==> config.mk <==
export PLATFORM = sky130hd
export DESIGN_NAME = serial_add2_ctrl_flat
export DESIGN_NICKNAME = d
export VERILOG_FILES = /design/src/rtl/serial_add2_ctrl_if.sv /design/src/rtl/serial_add2_ctrl.sv /design/src/flat_wrapper.sv
export SDC_FILE = /design/constraint.sdc
export NUM_CORES = 1
export LEC_CHECK = 0
export BUFFER_PORTS_ARGS = -buffer_cell sky130_fd_sc_hd__buf_4
export CORE_MARGIN = 3
export CORE_UTILIZATION = 35
export CTS_BUF_LIST = sky130_fd_sc_hd__clkbuf_16
export DETAILED_ROUTE_END_ITERATION = 7
export GPL_TIMING_DRIVEN = 0
export PLACE_DENSITY_LB_ADDON = 0.25
export SYNTH_ARGS = -nofsm -noshare
export SYNTH_HDL_FRONTEND = slang
export SYNTH_SLANG_ARGS = --single-unit
==> constraint.sdc <==
create_clock -name clk_in -period 2.1 [get_ports clk_in]
set_input_delay 0.63 -clock clk_in [delete_from_list [all_inputs] [get_ports clk_in]]
set_output_delay 0.63 -clock clk_in [all_outputs]
set_load 0.01 [all_outputs]
==> src/rtl/serial_add2_ctrl_if.sv <==
// Operand/result handshake bundle for the digit-serial add/subtract sequencer.
// The operand source and result sink use the master view; the sequencer uses
// the slave view.
interface serial_add2_ctrl_if #(
  parameter int unsigned WIDTH = 8
);
  // Operand side
  logic             in_valid;
  logic             in_ready;
  logic [WIDTH-1:0] a;
  logic [WIDTH-1:0] b;
  logic             cin;
  logic             sub;

  // Result side
  logic             out_valid;
  logic             out_ready;
  logic [WIDTH-1:0] sum;
  logic             cout;

  // Status
  logic             busy;

  modport master (
    output in_valid, a, b, cin, sub, out_ready,
    input  in_ready, out_valid, sum, cout, busy
  );

  modport slave (
    input  in_valid, a, b, cin, sub, out_ready,
    output in_ready, out_valid, sum, cout, busy
  );
endinterface

==> src/rtl/serial_add2_ctrl.sv <==
// Digit-serial add/subtract sequencer around a single 2-bit full-adder slice.
// Operands are captured on an in_valid/in_ready handshake, processed two bits
// per clock LSB digit first with a registered carry, and the WIDTH-bit result
// plus carry-out is offered on an out_valid/out_ready handshake.
// Subtraction is a + ~b + 1; cout=1 then means no borrow (a >= b unsigned).
module serial_add2_ctrl #(
  parameter int unsigned WIDTH = 8
) (
  input  logic               clk_in,
  input  logic               rst_n,
  serial_add2_ctrl_if.slave  bus
);

  localparam int unsigned D  = WIDTH / 2;
  localparam int unsigned CW = (D > 1) ? $clog2(D) : 1;

  generate
    if ((WIDTH < 2) || ((WIDTH % 2) != 0)) begin : g_bad_width
      $error("serial_add2_ctrl: WIDTH must be even and >= 2");
    end
  endgenerate

  typedef enum logic [1:0] {
    IDLE = 2'd0,
    RUN  = 2'd1,
    DONE = 2'd2
  } state_t;

  state_t           state_q,     state_d;
  logic [WIDTH-1:0] a_q,         a_d;
  logic [WIDTH-1:0] b_q,         b_d;
  logic [WIDTH-1:0] sum_q,       sum_d;
  logic             carry_q,     carry_d;
  logic             cout_q,      cout_d;
  logic             out_valid_q, out_valid_d;
  logic [CW-1:0]    cnt_q,       cnt_d;

  logic [2:0]       digit;       // {carry, s[1:0]} from the 2-bit slice
  logic             in_ready;
  logic             accept;
  logic             last_digit;

  // The shared 2-bit adder slice: low digits of the shift registers plus carry.
  assign digit      = {1'b0, a_q[1:0]} + {1'b0, b_q[1:0]} + {2'b00, carry_q};

  // Operands are never taken while reset is held, even if state reads IDLE.
  assign in_ready   = rst_n && (state_q == IDLE);
  assign accept     = bus.in_valid && in_ready;
  assign last_digit = (cnt_q == CW'(D - 1));

  assign bus.in_ready  = in_ready;
  assign bus.out_valid = out_valid_q;
  assign bus.sum       = sum_q;
  assign bus.cout      = cout_q;
  assign bus.busy      = (state_q != IDLE);

  // Next-state and datapath update for the IDLE/RUN/DONE sequencer.
  always_comb begin
    // NOTE: every variable gets its hold value first so no path through the
    // case leaves one unassigned, which would otherwise infer a latch.
    state_d     = state_q;
    a_d         = a_q;
    b_d         = b_q;
    sum_d       = sum_q;
    carry_d     = carry_q;
    cout_d      = cout_q;
    out_valid_d = out_valid_q;
    cnt_d       = cnt_q;

    unique case (state_q)
      IDLE: begin
        if (accept) begin
          a_d     = bus.a;
          b_d     = bus.sub ? ~bus.b : bus.b;
          carry_d = bus.sub ? 1'b1 : bus.cin;
          cnt_d   = '0;
          sum_d   = '0;
          state_d = RUN;
        end
      end

      RUN: begin
        carry_d = digit[2];
        a_d     = a_q >> 2;
        b_d     = b_q >> 2;
        // New digit enters at the MSB end; after D digits the result is LSB-aligned.
        sum_d   = (sum_q >> 2) | (WIDTH'(digit[1:0]) << (WIDTH - 2));
        if (last_digit) begin
          cout_d      = digit[2];
          out_valid_d = 1'b1;
          state_d     = DONE;
        end else begin
          cnt_d = cnt_q + CW'(1);
        end
      end

      DONE: begin
        // sum/cout hold here and through the following IDLE until next accept.
        if (bus.out_ready) begin
          out_valid_d = 1'b0;
          state_d     = IDLE;
        end
      end

      default: begin
        state_d     = IDLE;
        out_valid_d = 1'b0;
      end
    endcase
  end

  // State register with synchronous active-low reset; reset aborts any operation.
  always_ff @(posedge clk_in) begin
    // NOTE: sequential state uses non-blocking assignment so every register
    // samples the pre-edge values regardless of statement order.
    if (!rst_n) begin
      // NOTE: these are plain flops, not a memory array, so clearing all of
      // them on reset is cheap and makes post-reset outputs deterministic.
      state_q     <= IDLE;
      a_q         <= '0;
      b_q         <= '0;
      sum_q       <= '0;
      carry_q     <= 1'b0;
      cout_q      <= 1'b0;
      out_valid_q <= 1'b0;
      cnt_q       <= '0;
    end else begin
      state_q     <= state_d;
      a_q         <= a_d;
      b_q         <= b_d;
      sum_q       <= sum_d;
      carry_q     <= carry_d;
      cout_q      <= cout_d;
      out_valid_q <= out_valid_d;
      cnt_q       <= cnt_d;
    end
  end

endmodule

==> src/flat_wrapper.sv <==
// flat-port wrapper written by rule: the top's interface ports become plain ports
module serial_add2_ctrl_flat 
#(
  parameter int unsigned WIDTH = 8
)
  (clk_in, rst_n, bus_in_valid, bus_a, bus_b, bus_cin, bus_sub, bus_out_ready, bus_in_ready, bus_out_valid, bus_sum, bus_cout, bus_busy);
  serial_add2_ctrl_if #(.WIDTH(WIDTH)) bus_i ();
  input  logic clk_in;
  input  logic rst_n;
  input wire logic [$bits(bus_i.in_valid)-1:0] bus_in_valid;
  input wire logic [$bits(bus_i.a)-1:0] bus_a;
  input wire logic [$bits(bus_i.b)-1:0] bus_b;
  input wire logic [$bits(bus_i.cin)-1:0] bus_cin;
  input wire logic [$bits(bus_i.sub)-1:0] bus_sub;
  input wire logic [$bits(bus_i.out_ready)-1:0] bus_out_ready;
  output wire logic [$bits(bus_i.in_ready)-1:0] bus_in_ready;
  output wire logic [$bits(bus_i.out_valid)-1:0] bus_out_valid;
  output wire logic [$bits(bus_i.sum)-1:0] bus_sum;
  output wire logic [$bits(bus_i.cout)-1:0] bus_cout;
  output wire logic [$bits(bus_i.busy)-1:0] bus_busy;
  assign bus_i.in_valid = bus_in_valid;
  assign bus_i.a = bus_a;
  assign bus_i.b = bus_b;
  assign bus_i.cin = bus_cin;
  assign bus_i.sub = bus_sub;
  assign bus_i.out_ready = bus_out_ready;
  assign bus_in_ready = bus_i.in_ready;
  assign bus_out_valid = bus_i.out_valid;
  assign bus_sum = bus_i.sum;
  assign bus_cout = bus_i.cout;
  assign bus_busy = bus_i.busy;
  serial_add2_ctrl #(.WIDTH(WIDTH)) u_core (.clk_in(clk_in), .rst_n(rst_n), .bus(bus_i));
endmodule
==> out/results.ini <==
[run_status]
status = complete, no violations

[grt]
antenna_found_initial = 0
top_usage_layer = met2
grt_first_pass_wirelength_um = 6060
overflow = 0
grt_use_met3 = 0.0582
grt_util_met1 = 0.167
use_met2 = 0.258
grt_max_degree = 13
grt_pass1_vias = 1368
globalRouteTotalUtil = 0.150

[sta]
max_freq_ghz = 0.486
min_period_over_period = 0.980
whs_ns = 0.463
final_hold_viol_count = 0
worst_pin_slew_ns = 0.449
slew_viol_final = 0
rsz0062_at_grt = false
timing.setup.tns_ns = 0
finalClockSkew_ns = 0.00408
setup_viol = 0
period_needed_ns = 2.06
slew_headroom = 0.701

[synthesis]
synth_top_area_cell = dfxtp_1
synth_top_area_share = 0.419
synth_xor_area_frac = 0.0473
synth_cells = 159
synthAdderAreaFrac = 0.0354
ys_ff_latch = 31
yosys.area_share.simple = 0.146
synth_top_family_by_area = compound AO/OA/AOI/OAI gates
syn-num-nets = 184
synth_area_um2 = 1480
synthFlopType = dfxtp_1
synthTopCellsByCount = 31 x dfxtp_1, 21 x a21oi_1, 15 x nand2_1
synth_edf_count = 0
yosysMostFrequentCell = dfxtp_1
async_flop_share = 0
seq_area_frac_synth = 0.419
synth_mux_area_frac = 0.0608
synth-warning-count = 0
ys_types = 33
avgSynthCellArea_um2 = 9.32
synth_area_leaders = dfxtp_1 42%, a21oi_1 7.1%, mux2_4 6.1%
synth_compound_area_frac = 0.232

[place]
dp_cells = 241
dpl-instance-area_um2 = 1790
gp_congestion = 0.779
dpl.hpwl_um = 2550
port_buffers = 32

[clock_network]
cts_sinks = 31
cts_root_buf = clkbuf_16
worstSkewPairLatency_ns = 0.27
clkSlewWorstSetupHoldPaths_ns = 0.05
cts_tree = done
cts_buffers = 5
clock_path_buffers = 2
htree_levels = 2

[setup_path]
cp.depth = 5
ff2ff_setup_slack_ns = 0.61
reg2reg_depth = 4
cp-start-kind = primary input
cp_slowest_cell = clkinvlp_4
r2r_end = u_core.bus.sum[7]$_SDFFE_PN0P_
critPathKind = primary input to output pin
cp.required_ns = 1.47
arrival_ns = 1.43
endpoint_kind = output pin
path_buf_inv = 4
critPathMaxStageDelay_ns = 0.23
crit_chain = buf_4 -> buf_4 -> clkinvlp_4 -> nor2_1 -> buf_4
r2r_start = u_core.carry_q$_SDFFE_PN0P_
critPathMaxFanout = 12
cp_top_family = buffers and inverters
crit_top_cell = buf_4

[power]
max-vdd-ir-drop_v = 0.000415
p_per_area_nw_per_um2 = 780
power_leakage_nw = 0.787

[final_layout]
nFillCells = 381
layout-drive-gt1-share = 0.310
final_cells = 247
syn_to_final_growth_pct = 29.5
fin_nets = 222
diodes = 0
final_area_um2 = 1920

[detailed_routing]
wl_per_cell_um = 14.2
antenna_left = 0
drc = 0
vias = 1305
routed_wl_um = 3510
first_pass_iters = 4
drt_iter0_drc = 87
avgViaCountPerCell = 5.28

[die]
die_h_um = 71.1
die_area_um2 = 5050
io_pins = 34
initial_core_util = 0.365
rows = 23
fp.dieW_um = 71.1
core-area_um2 = 4060

[worst_hold_path]
min_path_type = flip-flop to flip-flop
hp-start = u_core.a_q[7]$_SDFFE_PN0P_
hold_depth = 2
hold_path_end = u_core.a_q[7]$_SDFFE_PN0P_

[flow_run]
maxCapViolCount = 0

layer usage:
| layer | share of wire | vias to the layer above |
|---|---|---|
| met3 | 0.067 | 4 |
| met1 | 0.42 | 611 |
| met5 | 0 | - |
| li1 | - | 646 |
| met4 | 0.0091 | 0 |
| met2 | 0.50 | 44 |
per-stage QoR:
step / util / setup WS, ns / total power, mW
after global routing: 0.473 / 0.00376 / 1.58
after detailed placement: 0.440 / -0.149 / 0.856
final: 0.473 / 0.0420 / 1.50
after floorplan: - / 0.231 / 0.780
after global placement: 0.440 / -0.149 / 0.847
after CTS: 0.472 / 0.0158 / 1.51
flip-flops by register name, indices dropped and copies added, names as in the netlist:
name / cells
u_core.cnt_q: 2
u_core.a_q: 8
u_core.state_q: 2
u_core.bus.out_valid: 1
u_core.b_q: 8
u_core.carry_q: 1
u_core.bus.sum: 8
u_core.bus.cout: 1
worst max-delay path by stage:
stage | endpoint | start | slack, ns
after floorplan | bus_in_ready | rst_n | 0.23
after global placement | bus_in_ready | rst_n | -0.15
after detailed placement | bus_in_ready | rst_n | -0.15
after CTS | bus_in_ready | rst_n | 0.02
after global routing | bus_in_ready | rst_n | 0.004
final | bus_in_ready | rst_n | 0.04
where the power goes:
part | switching [mW] | internal (mW)
sequential | 0.0176 | 0.619
clock | 0.229 | 0.424
combinational | 0.101 | 0.107
total | 0.348 | 1.15
cells by family (layout without fill, tap and decap cells):
group                    Yosys count  count (layout)
buffers and inverters             16              54
AO/OA/AOI/OAI                     53              53
multiplexers                       6               6
AND/OR/NAND/NOR                   42              42
XOR/XNOR                           8               8
adder cells (fa/ha/maj)            3               3
flip-flops                        31              31
worst min-delay path: stages, from the launching register on:
cell and delay, ns:
dfxtp_1 0.30, nand2_1 0.06, a21oi_1 0.05
area by class of cell:
| cell class | count | area, um2 | area share |
|---|---|---|---|
| Multi-Input combinational cell | 112 | 773 | 0.403 |
| Sequential cell | 31 | 621 | 0.323 |
| Timing Repair Buffer | 32 | 240 | 0.125 |
| Clock buffer | 5 | 125 | 0.0652 |
| Buffer | 14 | 81.3 | 0.0424 |
| Tap cell | 50 | 62.6 | 0.0326 |
| Clock inverter | 2 | 8.76 | 0.00456 |
| Inverter | 1 | 7.51 | 0.00391 |
placed cells by master (no fill, tap or decap), types with 3 or more instances in the layout:
master     count
a21oi_1       21
a22oi_1        7
buf_2          7
buf_4         33
clkbuf_1       3
clkbuf_16      5
dfxtp_1       31
mux2_4         6
nand2_1       15
nand3_1       10
nor2_1         7
o21ai_0        7
o21bai_1       6
o311a_1        6
xor2_1         6
what timing repair did:
item | CTS | global route
gates resized for setup | 0 | 1
setup buffers | 0 | 0
pin swaps | 0 | 0
setup endpoints to repair | 1 | 1
hold buffers | 0 | 0
Note: power is estimated with default switching activity, not from simulation.
